$ cat src/rtl/acc_shift_executor_pkg.sv
// Shared timing constants, step counter width and FSM state encoding
// for the accumulator shift executor and its digit timer.
package acc_shift_executor_pkg;

    localparam int MC_LEN_DEF = 18;
    localparam int DIGIT_D0   = 0;
    localparam int DIGIT_D1   = 1;
    localparam int STEP_W     = 4;

    typedef enum logic [1:0] {
        ST_IDLE  = 2'd0,
        ST_SHIFT = 2'd1,
        ST_DONE  = 2'd2
    } state_t;

    function automatic int max_int(input int a, input int b);
        return (a > b) ? a : b;
    endfunction

endpackage

$ cat src/rtl/acc_shift_executor_if.sv
// Control, data and timing signals between the shift-control CCU side and the executor.
// The master drives the orders and load data; the slave returns acc, timing and status.
interface acc_shift_executor_if
    import acc_shift_executor_pkg::*;
#(
    parameter int ACC_WIDTH = 71
);

    logic                 g5;
    logic                 ep2;
    logic                 reset_shift_ff;
    logic                 shift_left;
    logic                 acc_load;
    logic [ACC_WIDTH-1:0] acc_din;
    logic [ACC_WIDTH-1:0] acc;
    logic                 ev_d0;
    logic                 ev_d1;
    logic                 dy;
    logic                 busy;
    logic                 shift_done;
    logic [STEP_W-1:0]    step_cnt;
    logic                 shift_err;
    logic                 ovf;

    modport master (
        output g5, ep2, reset_shift_ff, shift_left, acc_load, acc_din,
        input  acc, ev_d0, ev_d1, dy, busy, shift_done, step_cnt, shift_err, ovf
    );

    modport slave (
        input  g5, ep2, reset_shift_ff, shift_left, acc_load, acc_din,
        output acc, ev_d0, ev_d1, dy, busy, shift_done, step_cnt, shift_err, ovf
    );

endinterface

$ cat src/rtl/acc_shift_executor_digit_timer.sv
// Free-running digit counter (0..MC_LEN-1) with ev_d0/ev_d1 decodes and the dy
// order-position match; all decodes are combinational off the counter register.
module acc_shift_executor_digit_timer
    import acc_shift_executor_pkg::*;
#(
    parameter int MC_LEN = MC_LEN_DEF
) (
    input  logic              clk,
    input  logic              rst,
    input  logic              dy_en_i,
    input  logic [STEP_W-1:0] pos_i,
    output logic              last_o,
    output logic              ev_d0_o,
    output logic              ev_d1_o,
    output logic              dy_o
);

    localparam int DW = $clog2(MC_LEN);
    localparam int CW = max_int(DW, STEP_W);

    logic [DW-1:0] dcnt_q, dcnt_d;

    assign last_o = (dcnt_q == DW'(MC_LEN - 1));
    assign dcnt_d = last_o ? '0 : dcnt_q + 1'b1;

    always_ff @(posedge clk) begin
        if (rst) begin
            dcnt_q <= '0;
        end else begin
            dcnt_q <= dcnt_d;
        end
    end

    // Timing outputs are held low while reset is asserted, even though the count sits at 0.
    assign ev_d0_o = !rst && (dcnt_q == DW'(DIGIT_D0));
    assign ev_d1_o = !rst && (dcnt_q == DW'(DIGIT_D1));

    // Position 0 never marks a completed step, so the entry minor cycle stays silent.
    assign dy_o = !rst && dy_en_i && (pos_i != '0) && (CW'(dcnt_q) == CW'(pos_i));

endmodule

$ cat src/rtl/acc_shift_executor.sv
// R/L shift executor: one accumulator digit shift per minor cycle while g5 gates SHIFT;
// first shift lands one minor cycle after start, no backpressure. EDSAC_SHIFT_OVF_EN adds L-overflow flag.
module acc_shift_executor
    import acc_shift_executor_pkg::*;
#(
    parameter int ACC_WIDTH  = 71,
    parameter int MC_LEN     = MC_LEN_DEF,
    parameter int ORDER_BITS = 10
) (
    input logic                 clk,
    input logic                 rst,
    acc_shift_executor_if.slave bus
);

    state_t               state_q, state_d;
    logic                 dir_q, dir_d;
    logic [STEP_W-1:0]    step_q, step_d;
    logic [ACC_WIDTH-1:0] acc_q, acc_d, shifted;
    logic                 err_q, err_d;
    logic                 done_q, done_d;
    logic                 do_shift;
    logic                 at_d0, at_last;

    acc_shift_executor_digit_timer #(
        .MC_LEN (MC_LEN)
    ) u_timer (
        .clk     (clk),
        .rst     (rst),
        .dy_en_i (state_q == ST_SHIFT),
        .pos_i   (step_q),
        .last_o  (at_last),
        .ev_d0_o (at_d0),
        .ev_d1_o (bus.ev_d1),
        .dy_o    (bus.dy)
    );

    assign shifted = dir_q ? {acc_q[ACC_WIDTH-2:0], 1'b0}
                           : {acc_q[ACC_WIDTH-1], acc_q[ACC_WIDTH-1:1]};

    always_comb begin
        state_d  = state_q;
        dir_d    = dir_q;
        step_d   = step_q;
        acc_d    = acc_q;
        err_d    = err_q;
        done_d   = 1'b0;
        do_shift = 1'b0;

        case (state_q)
            ST_IDLE: begin
                if (bus.g5 && at_d0) begin
                    state_d = ST_SHIFT;
                    dir_d   = bus.shift_left;
                    step_d  = '0;
                end
            end
            ST_SHIFT: begin
                // Priority: load abort, then termination, then lost gate, then the step boundary.
                if (bus.acc_load) begin
                    state_d = ST_IDLE;
                end else if (bus.ep2 || bus.reset_shift_ff) begin
                    state_d = ST_DONE;
                    done_d  = 1'b1;
                end else if (!bus.g5) begin
                    state_d = ST_IDLE;
                end else if (at_last) begin
                    if (step_q == STEP_W'(ORDER_BITS)) begin
                        err_d   = 1'b1;
                        state_d = ST_DONE;
                        done_d  = 1'b1;
                    end else begin
                        do_shift = 1'b1;
                        step_d   = step_q + 1'b1;
                    end
                end
            end
            ST_DONE: begin
                if (!bus.g5) begin
                    state_d = ST_IDLE;
                end
            end
            default: state_d = ST_IDLE;
        endcase

        if (do_shift) begin
            acc_d = shifted;
        end
        if (bus.acc_load) begin
            acc_d = bus.acc_din;
            err_d = 1'b0;
        end
    end

    always_ff @(posedge clk) begin
        if (rst) begin
            state_q <= ST_IDLE;
            dir_q   <= 1'b0;
            step_q  <= '0;
            acc_q   <= '0;
            err_q   <= 1'b0;
            done_q  <= 1'b0;
        end else begin
            state_q <= state_d;
            dir_q   <= dir_d;
            step_q  <= step_d;
            acc_q   <= acc_d;
            err_q   <= err_d;
            done_q  <= done_d;
        end
    end

`ifdef EDSAC_SHIFT_OVF_EN
    logic ovf_q, ovf_d;

    always_comb begin
        ovf_d = ovf_q;
        if (bus.acc_load) begin
            ovf_d = 1'b0;
        end else if (do_shift && dir_q && (shifted[ACC_WIDTH-1] != acc_q[ACC_WIDTH-1])) begin
            ovf_d = 1'b1;
        end
    end

    always_ff @(posedge clk) begin
        if (rst) begin
            ovf_q <= 1'b0;
        end else begin
            ovf_q <= ovf_d;
        end
    end

    assign bus.ovf = ovf_q;
`else
    assign bus.ovf = 1'b0;
`endif

    assign bus.acc        = acc_q;
    assign bus.ev_d0      = at_d0;
    assign bus.busy       = (state_q == ST_SHIFT);
    assign bus.shift_done = done_q;
    assign bus.step_cnt   = step_q;
    assign bus.shift_err  = err_q;

endmodule

$ cat src/flat_wrapper.sv
// flat-port wrapper written by rule: the top's interface ports become plain ports
module acc_shift_executor_flat import acc_shift_executor_pkg::*;
#(
    parameter int ACC_WIDTH  = 71,
    parameter int MC_LEN     = MC_LEN_DEF,
    parameter int ORDER_BITS = 10
)
  (clk, rst, bus_g5, bus_ep2, bus_reset_shift_ff, bus_shift_left, bus_acc_load, bus_acc_din, bus_acc, bus_ev_d0, bus_ev_d1, bus_dy, bus_busy, bus_shift_done, bus_step_cnt, bus_shift_err, bus_ovf);
  acc_shift_executor_if #(.ACC_WIDTH(ACC_WIDTH)) bus_i ();
  input logic clk;
  input logic rst;
  input wire logic [$bits(bus_i.g5)-1:0] bus_g5;
  input wire logic [$bits(bus_i.ep2)-1:0] bus_ep2;
  input wire logic [$bits(bus_i.reset_shift_ff)-1:0] bus_reset_shift_ff;
  input wire logic [$bits(bus_i.shift_left)-1:0] bus_shift_left;
  input wire logic [$bits(bus_i.acc_load)-1:0] bus_acc_load;
  input wire logic [$bits(bus_i.acc_din)-1:0] bus_acc_din;
  output wire logic [$bits(bus_i.acc)-1:0] bus_acc;
  output wire logic [$bits(bus_i.ev_d0)-1:0] bus_ev_d0;
  output wire logic [$bits(bus_i.ev_d1)-1:0] bus_ev_d1;
  output wire logic [$bits(bus_i.dy)-1:0] bus_dy;
  output wire logic [$bits(bus_i.busy)-1:0] bus_busy;
  output wire logic [$bits(bus_i.shift_done)-1:0] bus_shift_done;
  output wire logic [$bits(bus_i.step_cnt)-1:0] bus_step_cnt;
  output wire logic [$bits(bus_i.shift_err)-1:0] bus_shift_err;
  output wire logic [$bits(bus_i.ovf)-1:0] bus_ovf;
  assign bus_i.g5 = bus_g5;
  assign bus_i.ep2 = bus_ep2;
  assign bus_i.reset_shift_ff = bus_reset_shift_ff;
  assign bus_i.shift_left = bus_shift_left;
  assign bus_i.acc_load = bus_acc_load;
  assign bus_i.acc_din = bus_acc_din;
  assign bus_acc = bus_i.acc;
  assign bus_ev_d0 = bus_i.ev_d0;
  assign bus_ev_d1 = bus_i.ev_d1;
  assign bus_dy = bus_i.dy;
  assign bus_busy = bus_i.busy;
  assign bus_shift_done = bus_i.shift_done;
  assign bus_step_cnt = bus_i.step_cnt;
  assign bus_shift_err = bus_i.shift_err;
  assign bus_ovf = bus_i.ovf;
  acc_shift_executor #(.ACC_WIDTH(ACC_WIDTH), .MC_LEN(MC_LEN), .ORDER_BITS(ORDER_BITS)) u_core (.clk(clk), .rst(rst), .bus(bus_i));
endmodule
$ cat config.mk
export PLATFORM = sky130hd
export DESIGN_NAME = acc_shift_executor_flat
export DESIGN_NICKNAME = d
export VERILOG_FILES = /design/src/rtl/acc_shift_executor_pkg.sv /design/src/rtl/acc_shift_executor_if.sv /design/src/rtl/acc_shift_executor_digit_timer.sv /design/src/rtl/acc_shift_executor.sv /design/src/flat_wrapper.sv
export SDC_FILE = /design/constraint.sdc
export NUM_CORES = 1
export LEC_CHECK = 0
export CORE_UTILIZATION = 45
export CTS_CLUSTER_DIAMETER = 200
export DETAILED_ROUTE_END_ITERATION = 8
export GPL_TIMING_DRIVEN = 0
export PLACE_DENSITY = 0.79
export SLEW_MARGIN = 10
export SYNTH_ARGS = -nofsm -noshare
export SYNTH_HDL_FRONTEND = slang
export SYNTH_SLANG_ARGS = --single-unit
$ cat constraint.sdc
create_clock -name clk -period 2.65 [get_ports clk]
set_input_delay 0.6625 -clock clk [delete_from_list [all_inputs] [get_ports clk]]
set_output_delay 0.6625 -clock clk [all_outputs]
set_load 0.005 [all_outputs]
==> flow_summary.toml, run 1 <==
[outcome]
status = "completed"

[cts]
clock-sinks = 85
cts_tree = "yes"
cts_buffer_depth = 2
worstSkewPairLatency_ns = 0.35
clk_pin_slew_worst_paths_ns = 0.09
root_buffer = "clkbuf_8"
hold_buffers = 0
cts-htree-levels = 3
cts-buffers-inserted = 9

[pwr]
seqPwrFrac_pct = 48.0
irDropWorstVdd_v = 0.0002792
total_leakage_power_nw = 2.293
comb_power_share_pct = 19.8
power_mw = 2.910
p_switching_mw = 0.7951
p_per_area_nw_per_um2 = 438.8
switching_share_pct = 27.32
p_clk_share_pct = 32.1
power.internal_mw = 2.115

[global_route]
grt_pass1_wl_mm = 22.40
grt_pass1_vias = 4656
grt_max_degree = 15
grt_use_total_pct = 24.78
antenna_found_initial = 0
overflow = 0

[route]
drcViolationCount = 0
viasPerCell = 5.313
vias = 4984
drtPass1Iterations = 5
wl_per_cell_um = 14.44
postRouteAntennaNets = 0
drt-total-wl_mm = 13.54
drtIter0Drc = 252

[cells_and_area]
diodes = 0
fin_nets = 884
drive_gt1_share_pct = 5.963
area_growth_pct = 41.44

[synthesis]
postSynthNetCount = 717
seq_area_frac_synth_pct = 36.29
async_reset_ff_share_pct = 0
synthFlopType = "dfxtp_1"
syn_avg_cell_area_um2 = 7.408
yosysWarnings = 0
synth.area.top_cells = "dfxtp_1 36%, nand2_1 17%, mux2i_1 15%, a21oi_1 7.8%, o21ai_0 7.6%"
ys_ff_latch = 85
synth_top_area_share_pct = 36.29
ys_types = 45
mappedNetlistArea_um2 = 4689
postSynthCellCount = 633
synth_edf_count = 0
post-synth-top-area-cell = "dfxtp_1"

[critical_path]
critical_path.max_stage_delay_ns = 0.54
crit_fanout = 9
critPathCaptureType = "output pin"
critPathLaunchType = "input port"
cp_data_arrival_time_ns = 1.84
path_cells = "clkbuf_2 > nor2_4 > nor4bb_1 > clkdlybuf4s50_1"
crit_required_ns = 1.99
worstSetupPathType = "input port to output pin"
slowest_stage = "clkdlybuf4s50_1"

[run]
cap_violations = 0

[floorplanning]
die_area_um2 = 10830
coreArea_um2 = 9955
die_w_um = 104.1
initial_utilization_pct = 47.11
pin_count = 160
die-height_um = 104.1
rows = 36

[timing]
finClkSkew_ns = 0.01298
worst_pin_slew_ns = 0.6258
period_share_pct = 94.60
fmax_mhz = 398.9
fin_crit_ns = 2.507
hold_viol_final = 0
worst_slack_ns = 0.1430
relSlewSlack_pct = 58.28
slew_viol_final = 0
tns_ns = 0
setup_viol = 0
grt_setup_unrepaired = "false"

[placement]
hpwl_mm = 10.00
port_buffers = 156
place_ws_ns = -0.03927
routabilityCongestion = 0.8703

[worst_hold_path]
hold_path.class = "flop to flop"
## final timing paths
check	from	endpoint	slack (ns)	depth (start not counted)
max	rst	bus_ev_d1	0.14	4
min	u_core.bus.acc[24]	u_core.bus.acc[24]	0.49	2
max reg2reg	u_core.u_timer.dcnt_q[1]	u_core.bus.acc[57]	0.47	7
min reg2reg	u_core.bus.acc[24]	u_core.bus.acc[24]	0.49	2
## area by class of cell
class | instances | area (µm²)
plain buffers | 51 | 240.2
clock buffers | 11 | 141.4
clock inverters | 5 | 58.81
fillers | 848 | 3322
inverters | 9 | 33.78
multi-input cells | 488 | 2723
flip-flops and latches | 85 | 1709
well taps | 133 | 166.4
repair buffers | 156 | 1560
## Yosys cell counts, types with 2 or more instances
| library cell | count |
|---|---|
| a21oi_1 | 73 |
| a31oi_1 | 3 |
| buf_1 | 2 |
| buf_2 | 17 |
| buf_4 | 3 |
| buf_6 | 2 |
| clkbuf_1 | 27 |
| dfxtp_1 | 85 |
| ha_1 | 6 |
| inv_1 | 9 |
| mux2i_1 | 70 |
| nand2_1 | 209 |
| nand3_1 | 6 |
| nor2_1 | 7 |
| nor2b_1 | 4 |
| nor3_1 | 4 |
| nor4b_1 | 2 |
| nor4bb_1 | 2 |
| o21ai_0 | 71 |
| or2_2 | 2 |
| xnor2_1 | 3 |
| xor2_1 | 3 |
## flip-flops by register name, summed over array words and instances (netlist names)
register,count
u_core.bus.acc,71
u_core.u_timer.dcnt_q,5
u_core.bus.step_cnt,4
u_core.state_q,2
u_core.bus.shift_done,1
u_core.bus.shift_err,1
u_core.dir_q,1
## critical path: cells and delay by family
family | cells | cell delay [ns]
AND/OR/NAND/NOR | 2 | 0.46
buffers and inverters | 2 | 0.72
## metrics by stage
stage	util, %	std cells	area [µm²]	hold WS (ns)
after floorplan	-	633	4690	0.4672
after global routing	66.63	938	6633	0.5136
after global placement	64.47	922	6417	0.4744
after CTS	66.57	938	6626	0.4932
final	66.63	938	6633	0.4926
after detailed placement	64.47	922	6417	0.4808
## per-layer routing
layer	up-vias	GRT usage, %	part of all wire (%)
li1	2471	-	-
met1	2315	32.76	45
met3	20	4.073	5.4
met5	-	0	0
met2	178	40.71	47
met4	0	8.673	2.2
## cell families after synthesis
kind of cell,share of synthesized area [%]
AND/OR/NAND/NOR,22.28
AO/OA/AOI/OAI,17.88
flip-flops,36.29
multiplexers,14.94
buffers and inverters,5.816
adder cells (fa/ha/maj),1.601
XOR/XNOR,1.121
other,0.07997
## power groups by stage
stage | Clock [mW] | Combinational [mW] | Sequential [mW]
2_1_floorplan | 0 | 0.279 | 1.42
3_3_place_gp | 0 | 0.563 | 1.43
3_5_place_dp | 0 | 0.574 | 1.43
4_1_cts | 0.953 | 0.577 | 1.40
5_1_grt | 1.01 | 0.636 | 1.41
6_report | 0.936 | 0.576 | 1.40
## what timing repair did
action / in CTS / in global routing
resized for setup: 6 / 3
setup buffers: 0 / 0
endpoints found under the setup margin: 3 / 2
## layout by cell type, fill, tap and decap left out, drive strengths merged, types with 2 or more instances in the layout
cell	Yosys	final
mux2i	70	70
or2	2	2
xnor2	3	3
nand2	209	209
nor4b	3	3
nand4	2	2
clkinvlp	0	2
buf	24	24
dfxtp	85	85
nor3	4	4
nor2	7	7
nor4bb	2	2
nor2b	4	4
a31oi	3	3
xor2	3	3
o21ai	71	71
a21boi	2	2
clkdlybuf4s50	0	155
inv	9	10
a21oi	73	73
nand3	6	6
clkbuf	27	38
ha	6	6
Power figures use the tool's default switching activity.
==> run 2, diff against run 1 <==
Settings changed: PLACE_DENSITY 0.79 to 0.8, SYNTH_HIERARCHICAL from default to 1.
==> flow_summary.toml, run 2 <==
[outcome]
status = "completed"

[global_route]
grt_pass1_wl_mm = 21.74
overflow = 0
antenna_found_initial = 0
grt_max_degree = 14
grt_pass1_vias = 4555
grt_use_total_pct = 26.35

[synthesis]
postSynthCellCount = 561
ys_types = 42
yosysWarnings = 6
synthFlopType = "dfxtp_1"
synth_most_common_cell = "nand2_1"
seq_area_frac_synth_pct = 37.25
mappedNetlistArea_um2 = 4568
synth.area.top_cells = "dfxtp_1 37%, mux2i_1 16%, nand2_1 12%, o211ai_1 11%, a21oi_1 7.8%"
synth_edf_count = 0
synth_top_area_share_pct = 37.25
post-synth-top-area-cell = "dfxtp_1"
syn_avg_cell_area_um2 = 8.143
ys_ff_latch = 85
synth_common_cells = "142 x nand2_1, 85 x dfxtp_1, 71 x a21oi_1, 71 x mux2i_1, 69 x o211ai_1"
async_reset_ff_share_pct = 0
postSynthNetCount = 644

[placement]
port_buffers = 157
routabilityCongestion = 0.8808
hpwl_mm = 10.31
place_area_um2 = 6306

[critical_path]
crit_end = "bus_ev_d1"
crit_required_ns = 1.99
cp_data_arrival_time_ns = 1.92
reg2reg_slack_ns = 0.26
crit_fanout = 8
worstSetupPathType = "input port to output pin"
critPathCaptureType = "output pin"
cp-startpoint = "rst"
r2r-start = "u_core/u_timer/dcnt_q[1]"
reg2reg_depth = 9
r2r_end = "u_core/bus.acc[15]"
critPathLaunchType = "input port"

[cells_and_area]
final_cell_mix = "155 x clkdlybuf4s50_1, 142 x nand2_1, 82 x dfxtp_1"
area_growth_pct = 44.26
fin_area_um2 = 6590
layout_commonest_cell = "clkdlybuf4s50_1"
fin_util_pct = 67.11
largest_register_ffs = 71
diodes = 0
drive_gt1_share_pct = 6.250
fin_nets = 814

[floorplanning]
die_w_um = 102.8
initial_utilization_pct = 46.52
die_area_um2 = 10560
pin_count = 160
rows = 36
die-height_um = 102.8
coreArea_um2 = 9819

[timing]
fmax_mhz = 387.6
hold_viol_final = 0
relSlewSlack_pct = 49.80
setup_viol = 0
worst_pin_slew_ns = 0.7429
slew_viol_final = 0
period_share_pct = 97.37
grt_setup_unrepaired = "false"
tns_ns = 0
fin_crit_ns = 2.580
finClkSkew_ns = 0.008817

[run]
cap_violations = 0

[route]
drtIter0Drc = 265
drtPass1Iterations = 5
vias = 4835
drcViolationCount = 0
postRouteAntennaNets = 0
wl_per_cell_um = 16.24
viasPerCell = 5.564
drt-total-wl_mm = 14.11

[pwr]
total_leakage_power_nw = 2.258
seqPwrFrac_pct = 46.6
irDropWorstVdd_v = 0.0002883
p_per_area_nw_per_um2 = 464.6
switching_share_pct = 26.78
p_clk_share_pct = 32.2
p_switching_mw = 0.8197
power.internal_mw = 2.242
comb_power_share_pct = 21.2

[cts]
hold_buffers = 0
clk_pin_slew_worst_paths_ns = 0.08
cts-buffers-inserted = 9
clock-sinks = 85
cts_buffer_depth = 2
worstSkewPairLatency_ns = 0.35
cts_tree = "yes"
root_buffer = "clkbuf_8"
cts-htree-levels = 3

[worst_hold_path]
hold_path.class = "flop to flop"
min_from = "u_core/bus.acc[18]"
run 2: worst max-delay path: stages:
cell             delay (ns)
clkdlybuf4s15_2        0.27
nor2_4                 0.16
nor4bb_4               0.29
clkdlybuf4s50_1        0.54
run 2: final cells by class:
class / count / area [µm²]
repair buffers: 159 / 1587
clock inverters: 4 / 72.57
flip-flops and latches: 85 / 1710
inverters: 7 / 26.28
multi-input cells: 419 / 2675
fillers: 841 / 3229
plain buffers: 50 / 217.7
well taps: 133 / 166.4
clock buffers: 12 / 135.1
run 2: cell families (layout without fill, tap and decap cells):
kind of cell / after synthesis / in the layout / synth area share (%)
and+or+nand+nor: 184 / 184 / 17.64
AOI/OAI and AO/OA: 149 / 149 / 21.09
DFF: 85 / 85 / 37.25
muxes: 71 / 71 / 15.56
buffers and inverters: 57 / 232 / 5.286
xor gates and xnor gates: 9 / 9 / 1.725
adders and majority gates: 5 / 5 / 1.369
other: 1 / 1 / 0.08209
run 2: worst min-delay path by stage:
| stage | end | slack [ns] | cells past startpoint |
|---|---|---|---|
| after global routing | u_core/bus.acc[60] | 0.51 | 2 |
| after global placement | u_core/bus.acc[4] | 0.47 | 2 |
| final | u_core/bus.acc[18] | 0.49 | 2 |
| after CTS | u_core/bus.acc[5] | 0.49 | 2 |
| after floorplan | u_core/u_timer/dcnt_q[0] | 0.47 | 1 |
| after detailed placement | u_core/bus.acc[5] | 0.48 | 2 |
run 2: per-layer routing:
layer  wire length [µm]  part of all wire (%)  vias up  track usage (%)
met3                669                   4.7       37            3.051
met2               6930                    49      197            43.95
met1               6027                    43     2277            33.66
met4                486                   3.4        0            13.54
li1                   -                     -     2324                -
met5                  0                     0        -                0
run 2: per-stage QoR:
step / worst slack [ns] / total power, mW / hold slack, ns / cells
global placement: -0.4469 / 2.071 / 0.4728 / 851
detailed placement: -0.4941 / 2.090 / 0.4811 / 851
floorplan: 0.4859 / 1.742 / 0.4656 / 561
CTS: 0.005529 / 3.076 / 0.4925 / 867
finish: 0.06979 / 3.061 / 0.4917 / 869
global route: 0.003873 / 3.194 / 0.5122 / 869
run 2: what timing repair did:
action / 4_1_cts / 5_1_grt
endpoints found under the hold margin: 0 / 0
endpoints found under the setup margin: 13 / 12
gates resized for setup: 16 / 5
setup buffers: 0 / 2
pin swaps: 1 / 2
run 2: power by group through the flow:
stage	combinational, mW	sequential [mW]	clock, mW
finish	0.650	1.43	0.985
global route	0.708	1.44	1.05
CTS	0.645	1.43	1.01
detailed placement	0.632	1.46	0
global placement	0.616	1.46	0
floorplan	0.300	1.44	0
==> run 3, diff against run 2 <==
Settings changed: SKIP_LAST_GASP from default to 1.
==> results of run 3 <==
No change in the layout: final DEF, timing and power equal those of run 2.
Main changes from that run: number of gates resized after CTS 16 -> 14
